### src/rtl/diff_commit_stage.sv
// diff_commit_stage
//
// Final stage ahead of the differential-testing reference model. It
// registers up to three retiring instructions per cycle, an exception
// report and a store stream, and presents them in the widened layout the
// reference-model comparator consumes.
//
// Ports
//   clock, reset          single clock, asynchronous active-high reset
//   in_*_k   (k=0..2)     retire slots, slot 0 oldest: valid, pc, instr,
//                         GPR writeback (wen/wdest/wdata), skip
//   in_excp_*, in_eret    exception / eret report for this cycle
//   in_st_*_j (j=0..1)    retired stores, port 0 older
//   out_*_k  (k=0..2)     compacted commit lanes, one cycle after sampling
//   out_excp_*, out_eret  registered exception report
//   out_st_*              head of the store queue (combinational view)
//   st_overflow           sticky: a store was dropped for lack of space
//   commit_cnt            running total of retired instructions (mod 2^64)
//
// Flow control: there is no back-pressure anywhere. A retire slot or store
// port is consumed on the rising edge where its valid is 1. The store queue
// drains one entry per cycle unconditionally; its head is shown on out_st_*
// for exactly the cycle before it is removed.

module diff_commit_stage #(
  parameter int STQ_DEPTH = 4
) (
  input  logic        clock,
  input  logic        reset,
  input  logic        in_valid_0,
  input  logic [31:0] in_pc_0,
  input  logic [31:0] in_instr_0,
  input  logic        in_wen_0,
  input  logic [4:0]  in_wdest_0,
  input  logic [31:0] in_wdata_0,
  input  logic        in_skip_0,
  input  logic        in_valid_1,
  input  logic [31:0] in_pc_1,
  input  logic [31:0] in_instr_1,
  input  logic        in_wen_1,
  input  logic [4:0]  in_wdest_1,
  input  logic [31:0] in_wdata_1,
  input  logic        in_skip_1,
  input  logic        in_valid_2,
  input  logic [31:0] in_pc_2,
  input  logic [31:0] in_instr_2,
  input  logic        in_wen_2,
  input  logic [4:0]  in_wdest_2,
  input  logic [31:0] in_wdata_2,
  input  logic        in_skip_2,
  input  logic        in_excp_valid,
  input  logic        in_eret,
  input  logic [5:0]  in_ecode,
  input  logic [31:0] in_excp_pc,
  input  logic [31:0] in_excp_inst,
  input  logic        in_st_valid_0,
  input  logic [7:0]  in_st_mask_0,
  input  logic [31:0] in_st_paddr_0,
  input  logic [31:0] in_st_vaddr_0,
  input  logic [31:0] in_st_data_0,
  input  logic        in_st_valid_1,
  input  logic [7:0]  in_st_mask_1,
  input  logic [31:0] in_st_paddr_1,
  input  logic [31:0] in_st_vaddr_1,
  input  logic [31:0] in_st_data_1,
  output logic        out_valid_0,
  output logic [7:0]  out_index_0,
  output logic [63:0] out_pc_0,
  output logic [31:0] out_instr_0,
  output logic        out_skip_0,
  output logic        out_wen_0,
  output logic [7:0]  out_wdest_0,
  output logic [63:0] out_wdata_0,
  output logic        out_valid_1,
  output logic [7:0]  out_index_1,
  output logic [63:0] out_pc_1,
  output logic [31:0] out_instr_1,
  output logic        out_skip_1,
  output logic        out_wen_1,
  output logic [7:0]  out_wdest_1,
  output logic [63:0] out_wdata_1,
  output logic        out_valid_2,
  output logic [7:0]  out_index_2,
  output logic [63:0] out_pc_2,
  output logic [31:0] out_instr_2,
  output logic        out_skip_2,
  output logic        out_wen_2,
  output logic [7:0]  out_wdest_2,
  output logic [63:0] out_wdata_2,
  output logic        out_excp_valid,
  output logic        out_eret,
  output logic [5:0]  out_cause,
  output logic [31:0] out_excp_pc,
  output logic [31:0] out_excp_inst,
  output logic [7:0]  out_st_valid,
  output logic [7:0]  out_st_index,
  output logic [63:0] out_st_paddr,
  output logic [63:0] out_st_vaddr,
  output logic [63:0] out_st_data,
  output logic        st_overflow,
  output logic [63:0] commit_cnt
);

  localparam int PTR_W = $clog2(STQ_DEPTH);
  localparam int CNT_W = PTR_W + 1;

  // ---------------------------------------------------------------- slots
  logic        s_valid [3];
  logic [31:0] s_pc    [3];
  logic [31:0] s_instr [3];
  logic        s_wen   [3];
  logic [4:0]  s_wdest [3];
  logic [31:0] s_wdata [3];
  logic        s_skip  [3];

  assign s_valid[0] = in_valid_0;  assign s_valid[1] = in_valid_1;  assign s_valid[2] = in_valid_2;
  assign s_pc[0]    = in_pc_0;     assign s_pc[1]    = in_pc_1;     assign s_pc[2]    = in_pc_2;
  assign s_instr[0] = in_instr_0;  assign s_instr[1] = in_instr_1;  assign s_instr[2] = in_instr_2;
  assign s_wen[0]   = in_wen_0;    assign s_wen[1]   = in_wen_1;    assign s_wen[2]   = in_wen_2;
  assign s_wdest[0] = in_wdest_0;  assign s_wdest[1] = in_wdest_1;  assign s_wdest[2] = in_wdest_2;
  assign s_wdata[0] = in_wdata_0;  assign s_wdata[1] = in_wdata_1;  assign s_wdata[2] = in_wdata_2;
  assign s_skip[0]  = in_skip_0;   assign s_skip[1]  = in_skip_1;   assign s_skip[2]  = in_skip_2;

  // ----------------------------------------------------------- compaction
  logic [1:0] n_retire;
  logic [1:0] src      [3];
  logic       lane_v   [3];
  logic       lane_wen [3];

  assign n_retire = {1'b0, in_valid_0} + {1'b0, in_valid_1} + {1'b0, in_valid_2};

  // Lane l takes the (l+1)-th valid slot in slot order. Lane 1 can only
  // come from slot 1 when slots 0 and 1 are both valid; otherwise the
  // second valid slot is necessarily slot 2. Lane 2 exists only when all
  // three slots are valid.
  always_comb begin
    lane_v[0] = in_valid_0 | in_valid_1 | in_valid_2;
    src[0]    = in_valid_0 ? 2'd0 : (in_valid_1 ? 2'd1 : 2'd2);
    lane_v[1] = (n_retire >= 2'd2);
    src[1]    = (in_valid_0 && in_valid_1) ? 2'd1 : 2'd2;
    lane_v[2] = (n_retire == 2'd3);
    src[2]    = 2'd2;
    for (int l = 0; l < 3; l++) begin
      // r0 is hardwired zero: a write to it is not a real writeback.
      lane_wen[l] = lane_v[l] && s_wen[src[l]] && (s_wdest[src[l]] != 5'd0);
    end
  end

  // --------------------------------------------------------- lane registers
  logic        r_valid [3];
  logic [31:0] r_pc    [3];
  logic [31:0] r_instr [3];
  logic        r_skip  [3];
  logic        r_wen   [3];
  logic [4:0]  r_wdest [3];
  logic [31:0] r_wdata [3];

  always_ff @(posedge clock or posedge reset) begin
    if (reset) begin
      for (int l = 0; l < 3; l++) begin
        r_valid[l] <= 1'b0;
        r_pc[l]    <= '0;
        r_instr[l] <= '0;
        r_skip[l]  <= 1'b0;
        r_wen[l]   <= 1'b0;
        r_wdest[l] <= '0;
        r_wdata[l] <= '0;
      end
      commit_cnt <= '0;
    end else begin
      for (int l = 0; l < 3; l++) begin
        r_valid[l] <= lane_v[l];
        r_pc[l]    <= lane_v[l] ? s_pc[src[l]]    : '0;
        r_instr[l] <= lane_v[l] ? s_instr[src[l]] : '0;
        r_skip[l]  <= lane_v[l] ? s_skip[src[l]]  : 1'b0;
        r_wen[l]   <= lane_wen[l];
        r_wdest[l] <= lane_v[l] ? s_wdest[src[l]] : '0;
        r_wdata[l] <= lane_wen[l] ? s_wdata[src[l]] : '0;
      end
      commit_cnt <= commit_cnt + {62'd0, n_retire};
    end
  end

  assign out_valid_0 = r_valid[0];
  assign out_index_0 = 8'd0;
  assign out_pc_0    = {32'd0, r_pc[0]};
  assign out_instr_0 = r_instr[0];
  assign out_skip_0  = r_skip[0];
  assign out_wen_0   = r_wen[0];
  assign out_wdest_0 = {3'd0, r_wdest[0]};
  assign out_wdata_0 = {32'd0, r_wdata[0]};

  assign out_valid_1 = r_valid[1];
  assign out_index_1 = r_valid[1] ? 8'd1 : 8'd0;
  assign out_pc_1    = {32'd0, r_pc[1]};
  assign out_instr_1 = r_instr[1];
  assign out_skip_1  = r_skip[1];
  assign out_wen_1   = r_wen[1];
  assign out_wdest_1 = {3'd0, r_wdest[1]};
  assign out_wdata_1 = {32'd0, r_wdata[1]};

  assign out_valid_2 = r_valid[2];
  assign out_index_2 = r_valid[2] ? 8'd2 : 8'd0;
  assign out_pc_2    = {32'd0, r_pc[2]};
  assign out_instr_2 = r_instr[2];
  assign out_skip_2  = r_skip[2];
  assign out_wen_2   = r_wen[2];
  assign out_wdest_2 = {3'd0, r_wdest[2]};
  assign out_wdata_2 = {32'd0, r_wdata[2]};

  // ------------------------------------------------------------ exception
  // eret is reported independently of the exception valid bit.
  always_ff @(posedge clock or posedge reset) begin
    if (reset) begin
      out_excp_valid <= 1'b0;
      out_eret       <= 1'b0;
      out_cause      <= '0;
      out_excp_pc    <= '0;
      out_excp_inst  <= '0;
    end else begin
      out_excp_valid <= in_excp_valid;
      out_eret       <= in_eret;
      out_cause      <= in_excp_valid ? in_ecode     : '0;
      out_excp_pc    <= in_excp_valid ? in_excp_pc   : '0;
      out_excp_inst  <= in_excp_valid ? in_excp_inst : '0;
    end
  end

  // ---------------------------------------------------------- store queue
  logic [7:0]       q_mask  [STQ_DEPTH];
  logic [31:0]      q_paddr [STQ_DEPTH];
  logic [31:0]      q_vaddr [STQ_DEPTH];
  logic [31:0]      q_data  [STQ_DEPTH];
  logic [PTR_W-1:0] head;
  logic [PTR_W-1:0] tail;
  logic [PTR_W-1:0] tail_p1;
  logic [CNT_W-1:0] count;
  logic [CNT_W-1:0] free_slots;
  logic [CNT_W-1:0] count_nxt;
  logic [7:0]       st_seq;
  logic             pop;
  logic             req_0;
  logic             req_1;
  logic             acc_0;
  logic             acc_1;
  logic             drop;

  assign pop   = (count != '0);
  assign req_0 = in_st_valid_0 && (in_st_mask_0 != 8'd0);
  assign req_1 = in_st_valid_1 && (in_st_mask_1 != 8'd0);

  // The head leaves on the same edge the new stores arrive, so its slot
  // already counts as free.
  assign free_slots = CNT_W'(STQ_DEPTH) - count + {{(CNT_W-1){1'b0}}, pop};

  // Port 0 is older, so when space is short port 1 loses first.
  assign acc_0 = req_0 && (free_slots != '0);
  assign acc_1 = req_1 && (acc_0 ? (free_slots >= CNT_W'(2)) : (free_slots != '0));
  assign drop  = (req_0 && !acc_0) || (req_1 && !acc_1);

  assign tail_p1   = tail + {{(PTR_W-1){1'b0}}, acc_0};
  assign count_nxt = count - {{(CNT_W-1){1'b0}}, pop}
                           + {{(CNT_W-1){1'b0}}, acc_0}
                           + {{(CNT_W-1){1'b0}}, acc_1};

  always_ff @(posedge clock or posedge reset) begin
    if (reset) begin
      head        <= '0;
      tail        <= '0;
      count       <= '0;
      st_seq      <= '0;
      st_overflow <= 1'b0;
    end else begin
      head        <= head + {{(PTR_W-1){1'b0}}, pop};
      tail        <= tail_p1 + {{(PTR_W-1){1'b0}}, acc_1};
      count       <= count_nxt;
      st_seq      <= st_seq + {7'd0, pop};
      st_overflow <= st_overflow | drop;
    end
  end

  // Entry storage needs no reset: count gates every read of it.
  always_ff @(posedge clock) begin
    if (acc_0) begin
      q_mask[tail]  <= in_st_mask_0;
      q_paddr[tail] <= in_st_paddr_0;
      q_vaddr[tail] <= in_st_vaddr_0;
      q_data[tail]  <= in_st_data_0;
    end
    if (acc_1) begin
      q_mask[tail_p1]  <= in_st_mask_1;
      q_paddr[tail_p1] <= in_st_paddr_1;
      q_vaddr[tail_p1] <= in_st_vaddr_1;
      q_data[tail_p1]  <= in_st_data_1;
    end
  end

  assign out_st_valid = pop ? q_mask[head] : 8'd0;
  assign out_st_index = pop ? st_seq : 8'd0;
  assign out_st_paddr = pop ? {32'd0, q_paddr[head]} : 64'd0;
  assign out_st_vaddr = pop ? {32'd0, q_vaddr[head]} : 64'd0;
  assign out_st_data  = pop ? {32'd0, q_data[head]}  : 64'd0;

endmodule

### config.mk
export PLATFORM = sky130hd
export DESIGN_NAME = diff_commit_stage
export DESIGN_NICKNAME = d
export VERILOG_FILES = /design/src/rtl/diff_commit_stage.sv
export SDC_FILE = /design/constraint.sdc
export NUM_CORES = 2
export LEC_CHECK = 0
export BUFFER_PORTS_ARGS = -buffer_cell sky130_fd_sc_hd__buf_4
export CORE_AREA = 5 5 579 581
export CTS_CLUSTER_DIAMETER = 30
export DETAILED_ROUTE_END_ITERATION = 6
export DIE_AREA = 0 0 584 586
export PLACE_DENSITY_LB_ADDON = 0.08
export SLEW_MARGIN = 20
export SYNTH_ARGS = -nofsm -noshare
export SYNTH_HDL_FRONTEND = slang
export SYNTH_SLANG_ARGS = --single-unit
### constraint.sdc
create_clock -name clock -period 19.2 [get_ports clock]
set_input_delay 1.92 -clock clock [delete_from_list [all_inputs] [get_ports clock]]
set_output_delay 1.92 -clock clock [all_outputs]
set_load 0.02 [all_outputs]
==> load_flow_metrics.sql <==
INSERT INTO impl_metrics (metric_group, metric, value, unit) VALUES
('outcome', 'status', 'finished, final reports clean', ''),
('floorplan', 'floorplan.die_area', '0.342', 'mm2'),
('routing', 'drc', '0', ''),
('job', 'timing.max_cap.violations', '0', ''),
('worst_setup_path', 'worstSetupPathType', 'register to register', ''),
('hold_path', 'worst_hold_path.endpoint', 'st_seq[7]', ''),
('yosys', 'yosys.area_share.xor_xnor', '1.55', '%'),
('timing', 'tightestPinTransition', '0.981', 'ns'),
('routing', 'total_via_count_in_the_routed_design', '31100', ''),
('cells_and_area', 'nNetsFinal', '5182', ''),
('yosys', 'mappedNetlistArea', '0.0419', 'mm2'),
('yosys', 'synth-compound-area-share', '4.11', '%'),
('worst_setup_path', 'cp_slowest_stage_delay', '0.79', 'ns'),
('yosys', 'main_combinational_cell_family_by_area_after_synthesis', 'multiplexers', ''),
('timing', 'slew_viol_final', '0', ''),
('yosys', 'gate_count_post_synth', '3229', ''),
('yosys', 'synth_seq_cells', '880', ''),
('routing', 'totalWireLength', '250000', 'um'),
('worst_setup_path', 'setup.worst_path.start', 'count[1]', ''),
('yosys', 'muxShareOfSynthArea', '18.3', '%'),
('cells_and_area', 'fraction_of_layout_cells_with_a_size_suffix_above_1', '46.4', '%'),
('clock_network', 'cts_resized', '0', ''),
('worst_setup_path', 'cp-start-kind', 'register', ''),
('timing', 'final.setup.tns', '0', 'ns'),
('clock_network', 'worstSkewPairLatency', '0.88', 'ns'),
('yosys', 'synthDominantCellAreaShare', '29.8', '%'),
('yosys', 'post_synth_and_or_nand_nor_area_fraction', '10.1', '%'),
('yosys', 'yosysUniqueCellTypes', '50', ''),
('global_route', 'first_pass_grt_wire_length', '324000', 'um'),
('yosys', 'yosysSeqAreaShare', '57.5', '%'),
('hold_path', 'min_path_cells', '1', ''),
('timing', 'final-hold-violation-count', '0', ''),
('clock_network', 'clock-sinks', '880', ''),
('worst_setup_path', 'required', '19.76', 'ns'),
('timing', 'relSlewSlack', '34.6', '%'),
('clock_network', 'clockRootBuffer', 'sky130_fd_sc_hd__clkbuf_16', ''),
('timing', 'setup-violations-final', '0', ''),
('hold_path', 'worst_min_delay_path_startpoint', 'st_seq[7]', ''),
('routing', 'dr.first_iter.drc_count', '1408', ''),
('power', 'power_density', '170', 'mW/mm2'),
('clock_network', 'clk_path_buf_depth', '4', ''),
('worst_setup_path', 'endpoint_kind', 'register', ''),
('yosys', 'synth_top_cells_by_count', '464 x sky130_fd_sc_hd__dfrtp_1, 416 x sky130_fd_sc_hd__edfxtp_1, 397 x sky130_fd_sc_hd__mux2_2', ''),
('floorplan', 'floorplan.initialDensity', '12.7', '%'),
('routing', 'drt_pre_antenna_iters', '6', ''),
('yosys', 'synth_enable_flop_cells', '416', ''),
('worst_setup_path', 'reg_to_reg_endpoint', 'q_paddr[2][4]', ''),
('worst_setup_path', 'reg_to_reg_critical_path_startpoint', 'count[1]', ''),
('worst_setup_path', 'critical_path_peak_fanout', '65', ''),
('yosys', 'yosysWarnings', '0', ''),
('worst_setup_path', 'worst_ep_arrival_time', '6.93', 'ns'),
('clock_network', 'cts-htree-levels', '5', ''),
('floorplan', 'num_io_pins', '1478', ''),
('worst_setup_path', 'critical_path.n_buffers_inverters', '4', ''),
('worst_setup_path', 'cpMaxStageDelayCell', 'sky130_fd_sc_hd__buf_4', ''),
('timing', 'final.period_utilization', '33.2', '%'),
('global_route', 'antenna_violations_before_repair', '105', ''),
('yosys', 'main_area_contributors_after_synthesis', 'sky130_fd_sc_hd__edfxtp_1 30%, sky130_fd_sc_hd__dfrtp_1 28%, sky130_fd_sc_hd__mux2_2 11%, sky130_fd_sc_hd__buf_4 5.8%, sky130_fd_sc_hd__mux4_2 5.6%', ''),
('floorplan', 'die_height', '586', 'um'),
('placement', 'pre_cts_slack', '12.07', 'ns'),
('floorplan', 'fp-row-count', '211', ''),
('clock_network', 'postCtsSetupBuffers', '0', ''),
('timing', 'timing.final.ws_setup', '12.83', 'ns'),
('placement', 'routability_congestion_estimate', '0.778', ''),
('routing', 'antenna_left', '0', ''),
('hold_path', 'class_of_the_worst_hold_path', 'register to register', ''),
('worst_setup_path', 'timing.critical_path.cells', 'or3_4 > inv_1 > ha_1 > xor2_1 > nor3b_1 > nand2b_1 > inv_1 > ha_1 > xnor2_1 > or3_4 > buf_4 > buf_4 > mux2_2', ''),
('yosys', 'async_reset_ff_share', '52.7', '%'),
('global_route', 'grt_pass1_vias', '34000', ''),
('yosys', 'synthFlopType', 'sky130_fd_sc_hd__dfrtp_1', ''),
('worst_setup_path', 'worstRegToRegCells', '13', '');
## layer usage
metal | vias to the layer above | track usage (%) | part of all wire [%]
met2 | 1308 | 24.3 | 50
met5 | - | 0 | 0.26
met4 | 108 | 4.86 | 3.8
met1 | 15600 | 15.0 | 37
li1 | 13700 | - | -
met3 | 431 | 5.59 | 8.9
## cells by family (layout without fill, tap and decap cells)
kind of cell | after synthesis | after routing
flip-flops | 880 | 880
AND/OR/NAND/NOR | 878 | 878
multiplexers | 561 | 561
buffers and inverters | 538 | 1827
AO/OA/AOI/OAI | 284 | 284
XOR/XNOR | 74 | 74
adder cells (fa/ha/maj) | 13 | 13
other | 1 | 344
## power breakdown
group          switching, uW  total [uW]  internal [uW]
clock network           1520        4920           3400
registers                197        2860           2660
logic                   1990        3300           1310
## stage by stage
step | total power, uW | cell area [um2] | utilization [%] | std cells
2_1_floorplan | 4780 | 43100 | - | 3547
4_1_cts | 11400 | 65000 | 19.7 | 9202
3_5_place_dp | 6370 | 54500 | 16.6 | 8602
6_report | 11100 | 65000 | 19.8 | 9227
3_3_place_gp | 6400 | 54500 | 16.6 | 8602
5_1_grt | 11600 | 65000 | 19.7 | 9203
## worst max path at each step
stage	cells past startpoint	slack (ns)	end
after floorplan	1	4.34	commit_cnt[0]
after global placement	11	12.02	q_paddr[2][4]
after detailed placement	11	12.07	q_paddr[2][4]
after CTS	13	12.43	q_paddr[2][4]
after global routing	13	12.24	q_paddr[2][4]
final	13	12.83	q_paddr[2][4]
## flip-flops by register name, indices dropped and copies added (netlist names), 64 cells and up
name,count
q_vaddr,128
q_data,128
commit_cnt,64
q_paddr,128
## layout by cell type (no fill, tap or decap), types with 20 or more instances in the layout
| cell | instances |
|---|---|
| sky130_fd_sc_hd__o21ai_0 | 68 |
| sky130_fd_sc_hd__mux2_2 | 397 |
| sky130_fd_sc_hd__xnor2_1 | 36 |
| sky130_fd_sc_hd__a21oi_1 | 98 |
| sky130_fd_sc_hd__a21boi_0 | 71 |
| sky130_fd_sc_hd__clkbuf_8 | 52 |
| sky130_fd_sc_hd__inv_1 | 20 |
| sky130_fd_sc_hd__and2_1 | 214 |
| sky130_fd_sc_hd__buf_4 | 1200 |
| sky130_fd_sc_hd__nor2_1 | 125 |
| sky130_fd_sc_hd__clkbuf_1 | 87 |
| sky130_fd_sc_hd__mux2_4 | 49 |
| sky130_fd_sc_hd__mux4_2 | 104 |
| sky130_fd_sc_hd__nand3_1 | 28 |
| sky130_fd_sc_hd__nand2_1 | 359 |
| sky130_fd_sc_hd__clkbuf_16 | 338 |
| sky130_fd_sc_hd__conb_1 | 319 |
| sky130_fd_sc_hd__a22oi_1 | 35 |
| sky130_fd_sc_hd__xor2_1 | 38 |
| sky130_fd_sc_hd__diode_2 | 25 |
| sky130_fd_sc_hd__clkinv_2 | 53 |
| sky130_fd_sc_hd__clkinv_1 | 45 |
| sky130_fd_sc_hd__nor3_1 | 20 |
| sky130_fd_sc_hd__dfrtp_1 | 462 |
| sky130_fd_sc_hd__and3_1 | 73 |
| sky130_fd_sc_hd__edfxtp_1 | 416 |
## layout make-up
type | instances | area [um2]
Multi-Input combinational cell | 2129 | 15800
Clock buffer | 477 | 9500
Timing Repair Buffer | 1206 | 9110
Inverter | 21 | 86.3
Sequential cell | 880 | 24100
Clock inverter | 123 | 940
Antenna cell | 25 | 62.6
Fill cell | 36000 | 264000
Tap cell | 4366 | 5460
Power figures use the tool's default switching activity.
